<file path="src/rtl/ev22_pkg.sv">
// ---------------------------------------------------------------------------
// ev22_pkg
// Shared definitions for the instruction fetch unit:
//   - fetch_state_t    : fetch FSM state encoding
//   - RESET_PC_DEFAULT : default first fetch address after reset
//   - PC_INC_DEFAULT   : default sequential PC increment (bytes)
// ---------------------------------------------------------------------------
package ev22_pkg;

    typedef enum logic [2:0] {
        ST_IDLE  = 3'd0,
        ST_REQ   = 3'd1,
        ST_WAIT  = 3'd2,
        ST_HOLD  = 3'd3,
        ST_DRAIN = 3'd4
    } fetch_state_t;

    localparam logic [31:0] RESET_PC_DEFAULT = 32'h0000_0000;
    localparam int          PC_INC_DEFAULT   = 4;

endpackage

</file>
<file path="src/rtl/pc_fetch_adder.sv">
// ---------------------------------------------------------------------------
// adder
// Plain WIDTH-bit adder used for the sequential PC increment. The carry out
// is dropped, so the sum wraps modulo 2^WIDTH.
// Ports:
//   a   in  WIDTH  first operand
//   b   in  WIDTH  second operand
//   sum out WIDTH  a + b (mod 2^WIDTH)
// ---------------------------------------------------------------------------
module adder #(
    parameter int WIDTH = 32
) (
    input  logic [WIDTH-1:0] a,
    input  logic [WIDTH-1:0] b,
    output logic [WIDTH-1:0] sum
);

    assign sum = a + b;

endmodule

</file>
<file path="src/rtl/pc_fetch.sv">
// ---------------------------------------------------------------------------
// pc_fetch
// Instruction fetch unit: issues one instruction-memory request at a time,
// forwards each returned word with its address toward decode, and handles
// branch/jump redirects, discarding a response that belongs to a fetch
// made obsolete by a redirect.
// Ports:
//   clk, rst               clock, asynchronous active-high reset
//   redirect_valid/_pc     redirect request and target (word aligned here)
//   imem_req_valid/_ready  request handshake toward instruction memory
//   imem_req_addr          fetch address
//   imem_rsp_valid/_data   in-order response from instruction memory
//   out_valid/_ready       handshake toward decode
//   out_pc, out_instr      fetched instruction and its address
// All outputs come from registers or from the state register only.
// ---------------------------------------------------------------------------
module pc_fetch
    import ev22_pkg::*;
#(
    parameter int                   BUS_WIDTH = 32,
    parameter logic [BUS_WIDTH-1:0] RESET_PC  = BUS_WIDTH'(RESET_PC_DEFAULT),
    parameter int                   PC_INC    = PC_INC_DEFAULT
) (
    input  logic                 clk,
    input  logic                 rst,
    input  logic                 redirect_valid,
    input  logic [BUS_WIDTH-1:0] redirect_pc,
    output logic                 imem_req_valid,
    input  logic                 imem_req_ready,
    output logic [BUS_WIDTH-1:0] imem_req_addr,
    input  logic                 imem_rsp_valid,
    input  logic [31:0]          imem_rsp_data,
    output logic                 out_valid,
    input  logic                 out_ready,
    output logic [BUS_WIDTH-1:0] out_pc,
    output logic [31:0]          out_instr
);

    localparam logic [BUS_WIDTH-1:0] INC_VAL    = BUS_WIDTH'(PC_INC);
    localparam logic [BUS_WIDTH-1:0] ALIGN_MASK = {{(BUS_WIDTH-2){1'b1}}, 2'b00};

    fetch_state_t         state_q;
    fetch_state_t         state_d;
    logic [BUS_WIDTH-1:0] pc_q;
    logic [BUS_WIDTH-1:0] inflight_pc;
    logic [BUS_WIDTH-1:0] pc_next;
    logic [BUS_WIDTH-1:0] redirect_aligned;
    logic                 req_fire;
    logic                 redirect_act;

    adder #(
        .WIDTH(BUS_WIDTH)
    ) u_pc_adder (
        .a  (pc_q),
        .b  (INC_VAL),
        .sum(pc_next)
    );

    assign redirect_aligned = redirect_pc & ALIGN_MASK;
    assign imem_req_valid   = (state_q == ST_REQ);
    assign imem_req_addr    = pc_q;
    assign req_fire         = imem_req_valid && imem_req_ready;
    // Redirects are meaningless before the first fetch has started.
    assign redirect_act     = redirect_valid && (state_q != ST_IDLE);

    always_comb begin
        state_d = state_q;
        case (state_q)
            ST_IDLE: state_d = ST_REQ;
            ST_REQ: begin
                if (redirect_valid) begin
                    // An accepted request still owes us a response to drop.
                    state_d = req_fire ? ST_DRAIN : ST_REQ;
                end else if (req_fire) begin
                    state_d = ST_WAIT;
                end
            end
            ST_WAIT: begin
                if (redirect_valid) begin
                    // If the response arrives in the redirect cycle it is the
                    // one being discarded; waiting for another would hang.
                    state_d = imem_rsp_valid ? ST_REQ : ST_DRAIN;
                end else if (imem_rsp_valid) begin
                    state_d = ST_HOLD;
                end
            end
            ST_HOLD: begin
                if (redirect_valid || out_ready) begin
                    state_d = ST_REQ;
                end
            end
            ST_DRAIN: begin
                // A further redirect only moves pc_q; the stale response is
                // still the event that ends the drain.
                if (imem_rsp_valid) begin
                    state_d = ST_REQ;
                end
            end
            default: state_d = ST_IDLE;
        endcase
    end

    always_ff @(posedge clk or posedge rst) begin
        if (rst) begin
            state_q     <= ST_IDLE;
            pc_q        <= RESET_PC;
            inflight_pc <= '0;
            out_valid   <= 1'b0;
            out_pc      <= '0;
            out_instr   <= '0;
        end else begin
            state_q <= state_d;
            if (req_fire) begin
                inflight_pc <= pc_q;
                pc_q        <= pc_next;
            end
            if ((state_q == ST_WAIT) && imem_rsp_valid && !redirect_valid) begin
                out_valid <= 1'b1;
                out_pc    <= inflight_pc;
                out_instr <= imem_rsp_data;
            end
            if ((state_q == ST_HOLD) && out_ready) begin
                out_valid <= 1'b0;
            end
            // Redirect overrides the sequential increment and any output.
            if (redirect_act) begin
                pc_q      <= redirect_aligned;
                out_valid <= 1'b0;
            end
        end
    end

endmodule

</file>
<file path="config.mk">
export PLATFORM = sky130hd
export DESIGN_NAME = pc_fetch
export DESIGN_NICKNAME = d
export VERILOG_FILES = /design/src/rtl/ev22_pkg.sv /design/src/rtl/pc_fetch_adder.sv /design/src/rtl/pc_fetch.sv
export SDC_FILE = /design/constraint.sdc
export NUM_CORES = 1
export LEC_CHECK = 0
export CAP_MARGIN = 20
export CORE_MARGIN = 2
export CORE_UTILIZATION = 42
export DETAILED_ROUTE_END_ITERATION = 12
export GPL_TIMING_DRIVEN = 0
export PLACE_DENSITY = 0.82
export SYNTH_ARGS = -nofsm -noshare
export SYNTH_HDL_FRONTEND = slang
export SYNTH_SLANG_ARGS = --single-unit
export TNS_END_PERCENT = 30
</file>
<file path="constraint.sdc">
create_clock -name clk -period 5 [get_ports clk]
set_clock_uncertainty 0.15 [all_clocks]
set_input_delay 1.5 -clock clk [delete_from_list [all_inputs] [get_ports clk]]
set_output_delay 1.5 -clock clk [all_outputs]
set_load 0.03 [all_outputs]
</file>
**Yosys cells after proc, flatten, opt, wreduce, memory -nomap -nowiden**

Index checks and enable logic that the tools add are counted.

- Add/subtract/negate cells: 1
- Equal/unequal tests: 8
- Mux-type cells: 14
- Reductions and logical operators: 12

Operators by type and width:

| operator | number |
|---|---|
| $mux 32 | 2 |
| $add 32x3->32 const B | 1 |
| $mux 3 | 8 |
| $pmux 3 s5 | 1 |
| $eq 3x2->1 const B | 2 |
| $reduce_bool 3->1 | 2 |
| $logic_and 1x1->1 | 5 |
| $ne 2x2->1 const B | 2 |
| $reduce_and 4->1 | 1 |
| $eq 3x1->1 const B | 1 |
| $eq 3x3->1 const B | 1 |
| $logic_not 3->1 | 1 |
| $mux 1 | 3 |
| $ne 3x2->1 const B | 1 |
| $ne 3x3->1 const B | 1 |
| $reduce_bool 2->1 | 1 |
| $logic_not 1->1 | 1 |
| $logic_or 1x1->1 | 1 |

- Flip-flop bits (word level): 132
- Input port bits: 70
- Output and inout port bits: 98
- Logic and storage cells: 41

**Logic depth before layout (Yosys ltp)**

Gate-level depths: netlist (run 1).

- Depth in word-level cells: 6
- Gate-level depth with buffers: 7

**Cells and area by module**

Synthesis (run 1) repeated with hierarchy kept, for this count alone.

- Cells, all modules: 610
- Area total of the unflattened synthesis: 7063.0 um2

By module, submodules not included:

| module | instances | cells an instance | area an instance (um2) | sequential area each (um2) |
|---|---|---|---|---|
| pc_fetch | 1 | 369 | 5318.9 | 3303.2 |
| adder | 1 | 241 | 1744.2 | 0.0 |

**Least setup slack after synthesis (run 1)**

OpenSTA, ideal clock, no wires.

- Kind: input -> register
- From: input redirect_valid
- To: register out_instr[0]
- Library setup time: 0.125 ns
- Arrival time: 2.684 ns
- Data required time: 4.725 ns
- Path slack: 2.041 ns
- Cell stages on the path: 6
- Path buffers: 3
- Cell sequence: clkbuf_1 > nor2_1 > and4_1 > buf_2 > buf_2 > mux2_2

- Longest elaborated chain between the ends: 2

RTL lines:

| item | RTL line | source |
|---|---|---|
| start, declared | pc_fetch.sv:26 | `input logic redirect_valid,` |
| $logic_not 1->1 | pc_fetch.sv:117 | `if ((state_q == ST_WAIT) && imem_rsp_valid && !redirect_valid) begin` |
| $logic_and 1x1->1 | pc_fetch.sv:117 |  |
| end signal, assigned | pc_fetch.sv:120 | `out_instr <= imem_rsp_data;` |
| end, declared | pc_fetch.sv:36 | `output logic [31:0] out_instr` |

Every way passes these cells.
A chain may end at the register's enable or synchronous reset.

**Final worst setup path (run 1)**

- From: register state_q[1]
- To: output imem_req_valid

- Longest elaborated chain between the ends: 1

RTL lines:

| item | RTL line | source |
|---|---|---|
| start, declared | pc_fetch.sv:42 | `fetch_state_t state_q;` |
| start signal, assigned | pc_fetch.sv:112 | `state_q <= state_d;` |
| $eq 3x1->1 | pc_fetch.sv:60 | `assign imem_req_valid = (state_q == ST_REQ);` |
| end, declared | pc_fetch.sv:28 | `output logic imem_req_valid,` |

Every way passes these cells.

==> results of run 1 <==
-- metal layers --
metal / global-route usage (%) / up-vias / wire length [um] / part of all wire (%)
li1: - / 1984 / - / -
met1: 25.3 / 2129 / 5780 / 41
met2: 33.4 / 188 / 6950 / 49
met3: 6.08 / 26 / 1030 / 7.3
met4: 9.23 / 0 / 314 / 2.2
met5: 0 / - / 0 / 0
-- layout make-up --
type | instances | area (um2)
fillers | 1026 | 4770
flip-flops and latches | 126 | 3150
multi-input cells | 280 | 2170
repair buffers | 162 | 1640
clock buffers | 26 | 519
well taps | 172 | 215
plain buffers | 32 | 168
clock inverters | 6 | 55.1
inverters | 7 | 30.0
-- sequential cells by signal, indices dropped and copies added (netlist names) --
signal and count:
out_instr 32, out_pc 30, inflight_pc 30, out_valid 1, imem_req_addr 30, state_q 3
-- worst max-delay path: cells and delay by family (launching register included) --
family / cells / cell delay (ns)
flops: 1 / 0.40
buf+inv: 2 / 0.91
simple gates: 1 / 0.22
-- synth_stat cells, types with 2 or more instances --
cell,instances
nand3_1,14
xnor2_1,2
and3_1,4
nand4_2,2
o21ai_0,24
o211ai_1,2
clkbuf_1,7
xor2_1,6
nor3_1,2
o41ai_1,2
buf_4,5
and4_1,8
buf_1,2
mux2_2,91
nor2_1,22
buf_2,17
o31ai_1,10
a31oi_1,18
inv_1,7
nand4_1,10
or3_1,8
or4_1,12
and2_1,4
dfrtp_1,126
nand2_1,21
-- logic make-up after synthesis --
group / Yosys count / synth area share, %
flip-flops: 126 / 57.3
buffers and inverters: 39 / 3.53
AND/OR/NAND/NOR: 112 / 11.6
multiplexers: 92 / 18.8
AO/OA/AOI/OAI: 63 / 7.23
adder cells (fa/ha/maj): 1 / 0.227
XOR/XNOR: 8 / 1.27
other: 1 / 0.0682
-- through the flow --
stage | utilization [%] | hold slack [ns] | setup WS [ns] | std cells
6_report | 62.5 | 0.351 | 1.41 | 811
5_1_grt | 62.5 | 0.359 | 1.29 | 811
4_1_cts | 62.5 | 0.355 | 1.40 | 811
3_5_place_dp | 58.0 | 0.343 | 1.38 | 779
3_3_place_gp | 57.6 | 0.334 | 0.758 | 777
2_1_floorplan | - | 0.325 | 1.80 | 445
-- report_power, final --
| group | internal [mW] | total (mW) | switching, mW |
|---|---|---|---|
| logic | 1.10 | 2.40 | 1.30 |
| clock network | 0.758 | 1.17 | 0.414 |
| registers | 1.49 | 1.87 | 0.380 |
| total | 3.35 | 5.44 | 2.09 |
-- worst paths after layout --
kind                            cells after the start                 startpoint                            end
worst max-delay path                                3     state_q[1]$_DFFE_PP0P_                 imem_req_valid
worst min-delay path                                1  out_instr[14]$_DFFE_PP0P_      out_instr[14]$_DFFE_PP0P_
worst max register to register                      5     state_q[1]$_DFFE_PP0P_  imem_req_addr[26]$_DFFE_PP0P_
worst min register to register                      1  out_instr[14]$_DFFE_PP0P_      out_instr[14]$_DFFE_PP0P_
max in group asynchronous                           3                        rst    inflight_pc[11]$_DFFE_PP0P_
min in group asynchronous                           2                        rst  imem_req_addr[30]$_DFFE_PP0P_
==> results by group, run 1 <==
CTS
  • Post CTS Setup Buffer Count: 0
  • Clock Path Buffers: 2
  • CTS H-tree depth: 4
  • CTS Hold Bufs: 0
  • Post-cts resize count: 0
  • Root Driver: clkbuf_16
  • Total CTS buffers: 17
  • Clk slew on worst S/H paths: 0.05 ns
  • CTS sink cnt: 126
  • CTS tree: built
  • Clk_lat worst skew: 0.41 ns

Run status
  • Status: finished, final reports clean

Timing
  • Slew headroom: 41.9%
  • RSZ-0062 raised after global routing: no
  • Final-report max-slew violation count: 0
  • Final setup vio count: 0
  • Tmin final: 3.59 ns
  • Share of the clock period used by the worst path: 71.7%
  • Fmax: 279 MHz
  • Least-Margin Pin Slew: 0.869 ns
  • Final Hold Fails: 0
  • Total negative setup slack: 0 ns

Worst setup path
  • Crit Path Max Fanout: 10
  • Critical Path RT: 3.35 ns
  • Setup crit start kind: register
  • Critical path class: reg -> out
  • Worst R2R Setup Slack: 2.62 ns
  • CP max-delay cell: clkdlybuf4s50_1
  • CP endpoint kind: output port
  • CP peak stage delay: 0.70 ns
  • Data arrival, critical path: 1.94 ns
  • Critical path, cell by cell: clkbuf_1 > nor3_1 > clkdlybuf4s50_1

Placed design
  • DP Area: 0.00737 mm2
  • Gpl congestion: 0.797
  • Buffers on Ports: 160
  • HPWL after DPL: 10100 um

Yosys
  • Post-synth cell types: 41
  • Post-synthesis cell count: 442
  • Synth top area share: 57.3%
  • Flops & latches, synth: 126
  • FFs w/ async S/R, synth: 100%
  • Top post-synthesis cells by area: dfrtp_1 57%, mux2_2 19%, o21ai_0 2.2%, a31oi_1 2.0%, or4_1 1.6%
  • Cell Area, Synth: 0.00550 mm2
  • Top FF cell, synth: dfrtp_1
  • Yosys top cell by area: dfrtp_1
  • Sequential area share after synthesis: 57.3%
  • Avg Cell Area, Syn: 12.4 um2
  • Number of synthesized flops with an enable pin: 0
  • Synth warn: 0

Die
  • Placeable Area: 0.0127 mm2
  • DIE AREA: 0.0140 mm2
  • Initial Util: 43.2%
  • I/O pin count: 168
  • Chip Height: 118 um
  • # rows: 41
  • Die Wd: 118 um

Finish
  • Commonest non-fill, non-tap cell in the layout: clkdlybuf4s50_1
  • Commonest cells after routing, fill and taps aside: 160 x clkdlybuf4s50_1, 126 x dfrtp_1, 91 x mux2_2, 24 x o21ai_0, 22 x nor2_1
  • Nets: 697
  • Share of layout cells above drive strength 1: 23.3%
  • N_diodes: 0
  • Layout area overhead: 44.5%
  • Final instance area: 0.00795 mm2

Route
  • Routed len/inst: 17.4 um
  • DR pass1 iterations: 4
  • Routed WL: 14100 um
  • DRC Markers: 0
  • Vias per Instance: 5.34
  • Total number of vias: 4327
  • Initial DRC Count: 256
  • ANT nets after route: 0

Power
  • P per Cell Area: 684 mW/mm2
  • Leakage: 3.34 nW
  • Worst ir drop on vdd: 0.390 mV
  • Overall power: 5.44 mW

Global routing
  • Overall Global Routing Usage: 20.5%
  • Number of global-route vias before repair: 4384
  • First-pass GRT wire length: 22400 um
  • Grt ovf: 0
  • Largest net degree at the start of global routing: 46
  • Antenna violations before repair: 0

Flow run
  • Max-cap violations: 0

Min path
  • Hold Crit Class: reg -> reg
Power figures use the tool's default switching activity.
==> run 2, diff against run 1 <==
Clock period 5 ns to 3.2 ns, I/O delays scaled along.
==> results of run 2 <==
Same layout as run 1 (identical final DEF). Status: finished, final reports clean.
Among the figures that moved: setup slack after placement 1.38 ns -> 0.124 ns; setup slack after layout 1.41 ns -> 0.155 ns; register-to-register setup slack 2.62 ns -> 0.82 ns; total power 5.44 mW -> 8.50 mW; worst IR drop on VDD 0.390 mV -> 0.609 mV
==> run 3, diff against run 2 <==
==> constraint.sdc (replaced) <==
create_clock -name clk -period 2.75 [get_ports clk]
set_clock_uncertainty 0.15 [all_clocks]
set_input_delay 0.825 -clock clk [delete_from_list [all_inputs] [get_ports clk]]
set_output_delay 0.825 -clock clk [all_outputs]
set_load 0.01 [all_outputs]
==> run 3 against run 2 <==
  * Global-route usage barely moved
  * Final area unchanged
  * Count of clock-buffer cells in the layout unchanged
  * Clock power increased by 16%
  * Setup slack gained 0.075 ns
  * Hold slack is essentially flat
  * Critical path depth rose by 3
  * Via count up 0.23%
  * Combinational power down 10%
  * Non-clock buffer count is 1 lower
  * Final cell count is 0.12% lower
  * Critical path type is now in -> reg
==> results by group, run 3 (synthesized netlist as in run 1, its figures left out) <==
Global routing
  • Overall Global Routing Usage: 20.5% (about the same)
  • Number of global-route vias before repair: 4373 (was 4384)
  • Antenna violations before repair: 0 (unchanged)
  • Grt ovf: 0 (unchanged)
  • First-pass GRT wire length: 22400 um (about the same)
  • Largest net degree at the start of global routing: 46 (unchanged)

Timing
  • Final-report max-slew violation count: 0 (unchanged)
  • Final setup vio count: 0 (unchanged)
  • Final critical-path setup slack: 0.230 ns (was 0.155 ns)
  • Slew headroom: 41.7% (was 41.9%)
  • Share of the clock period used by the worst path: 91.6%
  • Total negative setup slack: 0 ns (unchanged)
  • Least-Margin Pin Slew: 0.873 ns (was 0.869 ns)
  • RSZ-0062 raised after global routing: no (unchanged)
  • Tmin final: 2.52 ns
  • Fmax: 397 MHz
  • Final Hold Fails: 0 (unchanged)

Worst setup path
  • CP max-delay cell: clkdlybuf4s50_1 (unchanged)
  • CP endpoint kind: register (was output port)
  • Reg2reg start: state_q[1]$_DFFE_PP0P_ (unchanged)
  • Data arrival, critical path: 2.67 ns (was 1.94 ns)
  • CP top delay family: buffers and inverters (unchanged)
  • CP peak stage delay: 0.52 ns (was 0.70 ns)
  • Setup crit start kind: input port (was register)
  • RR Endpoint: imem_req_addr[26]$_DFFE_PP0P_ (unchanged)
  • Most frequent CP cell: buf_2
  • Crit Path Max Fanout: 10 (unchanged)
  • Critical path, cell by cell: clkdlybuf4s50_1 > and4bb_1 > buf_4 > buf_2 > buf_2 > mux2_2 (was clkbuf_1 > nor3_1 > clkdlybuf4s50_1)
  • WP buf/inv: 4 (was 2)
  • FF-to-FF path depth: 4 (was 5)
  • Worst R2R Setup Slack: 0.49 ns (was 0.82 ns)
  • Critical path class: in -> reg (was reg -> out)
  • Critical Path RT: 2.90 ns (was 2.09 ns)

Route
  • DRC Markers: 0 (unchanged)
  • ANT nets after route: 0 (unchanged)
  • Routed WL: 14100 um (about the same)
  • Routed len/inst: 17.4 um (about the same)
  • Total number of vias: 4337 (was 4327)
  • Initial DRC Count: 232 (was 256)
  • Vias per Instance: 5.35 (was 5.34)
  • DR pass1 iterations: 5 (was 4)

CTS
  • CTS H-tree depth: 4 (unchanged)
  • Root Driver: clkbuf_16 (unchanged)
  • Clock Path Buffers: 2 (unchanged)
  • Post-cts resize count: 1 (was 0)
  • Total CTS buffers: 17 (unchanged)
  • CTS tree: built (unchanged)
  • Clk_lat worst skew: 0.41 ns (about the same)
  • Post CTS Setup Buffer Count: 0 (unchanged)
  • CTS sink cnt: 126 (unchanged)
  • CTS Hold Bufs: 0 (unchanged)
  • Clk slew on worst S/H paths: 0.05 ns (about the same)

Power
  • P per Cell Area: 1120 mW/mm2 (was 1070 mW/mm2)
  • Leakage: 3.35 nW (was 3.34 nW)
  • Worst ir drop on vdd: 0.652 mV (was 0.609 mV)

Min path
  • Hold path start: out_instr[14]$_DFFE_PP0P_ (unchanged)
  • Hold Crit Class: reg -> reg (unchanged)
  • WHS Endpoint: out_instr[14]$_DFFE_PP0P_ (unchanged)
  • Hold path depth: 1 (unchanged)

Placed design
  • HPWL after DPL: 10100 um (unchanged)
  • Placed Cells: 779 (unchanged)
  • Buffers on Ports: 160 (unchanged)
  • Gpl congestion: 0.797 (unchanged)
  • Dpl ws: -0.191 ns (was 0.124 ns)

Finish
  • Max FFs per register: 32 (unchanged)
  • Final core occ: 62.5% (unchanged)
  • Post-Layout Cell Count: 810 (was 811)
  • Nets: 696 (was 697)
  • N_diodes: 0 (unchanged)
  • Layout area overhead: 44.5% (unchanged)
  • Commonest cells after routing, fill and taps aside: 159 x clkdlybuf4s50_1, 125 x dfrtp_1, 91 x mux2_2, 24 x o21ai_0, 22 x nor2_1 (was 160 x clkdlybuf4s50_1, 126 x dfrtp_1, 91 x mux2_2, 24 x o21ai_0, 22 x nor2_1)
  • Commonest non-fill, non-tap cell in the layout: clkdlybuf4s50_1 (unchanged)
  • Top reg by flops: out_instr (unchanged)
  • Share of layout cells above drive strength 1: 23.5% (was 23.3%)

Run status
  • Status: finished, final reports clean (unchanged)

Die
  • Initial Util: 43.2% (unchanged)
  • Chip Height: 118 um (unchanged)
  • Die Wd: 118 um (unchanged)
  • DIE AREA: 0.0140 mm2 (unchanged)
  • Placeable Area: 0.0127 mm2 (unchanged)
  • # rows: 41 (unchanged)
  • I/O pin count: 168 (unchanged)

Flow run
  • Max-cap violations: 0 (unchanged)
==> run 3: cell types whose count changed in the layout (fill, tap and decap cells not counted) <==
| cell | before | now |
|---|---|---|
| clkbuf_1 | 10 | 9 |
| clkdlybuf4s50_1 | 160 | 159 |
| dfrtp_1 | 126 | 125 |
| dfrtp_2 | 0 | 1 |
| dlymetal6s2s_1 | 0 | 1 |
==> run 3: power breakdown <==
| part | total, mW | internal (mW) | switching (mW) |
|---|---|---|---|
| combinational | 3.36 | 1.99 | 1.37 |
| sequential | 3.41 | 2.71 | 0.699 |
| clock | 2.13 | 1.38 | 0.752 |
==> run 3: layout make-up <==
class / count / area (um2)
Clock inverter: 6 / 55.1
Sequential cell: 126 / 3150
Fill cell: 1025 / 4770
Inverter: 7 / 30.0
Multi-Input combinational cell: 280 / 2170
Clock buffer: 26 / 519
Buffer: 31 / 164
Tap cell: 172 / 215
Timing Repair Buffer: 162 / 1640
==> run 3: worst register-to-register path, stage by stage, from the launching register on <==
cell and delay (ns):
dfrtp_1 0.49, o31ai_1 0.53, buf_2 0.32, buf_1 0.45, a31oi_1 0.16
==> run 3: routing by layer <==
metal	vias up	GRT usage (%)	share of wire [%]
met5	-	0	0
met4	0	9.23	2.5
met3	31	6.08	7.4
met2	173	33.3	49
met1	2150	25.3	41
li1	1983	-	-
==> run 3: worst max-delay path by stage <==
stage / from / end / cells after the start
global route: imem_req_ready / imem_req_addr[11]$_DFFE_PP0P_ / 7
global placement: rst / inflight_pc[12]$_DFFE_PP0P_ / 2
floorplan: rst / imem_req_addr[10]$_DFFE_PP0P_ / 1
detailed placement: imem_req_ready / inflight_pc[17]$_DFFE_PP0P_ / 6
CTS: state_q[0]$_DFFE_PP0P_ / imem_req_valid / 3
finish: imem_req_ready / inflight_pc[17]$_DFFE_PP0P_ / 6
==> run 3: per-stage QoR <==
stage | total power [mW] | area, um2 | hold WS [ns]
floorplan | 4.93 | 5520 | 0.325
global placement | 6.64 | 7330 | 0.334
detailed placement | 6.81 | 7370 | 0.343
CTS | 9.00 | 7950 | 0.355
global route | 9.40 | 7950 | 0.359
finish | 8.91 | 7950 | 0.351
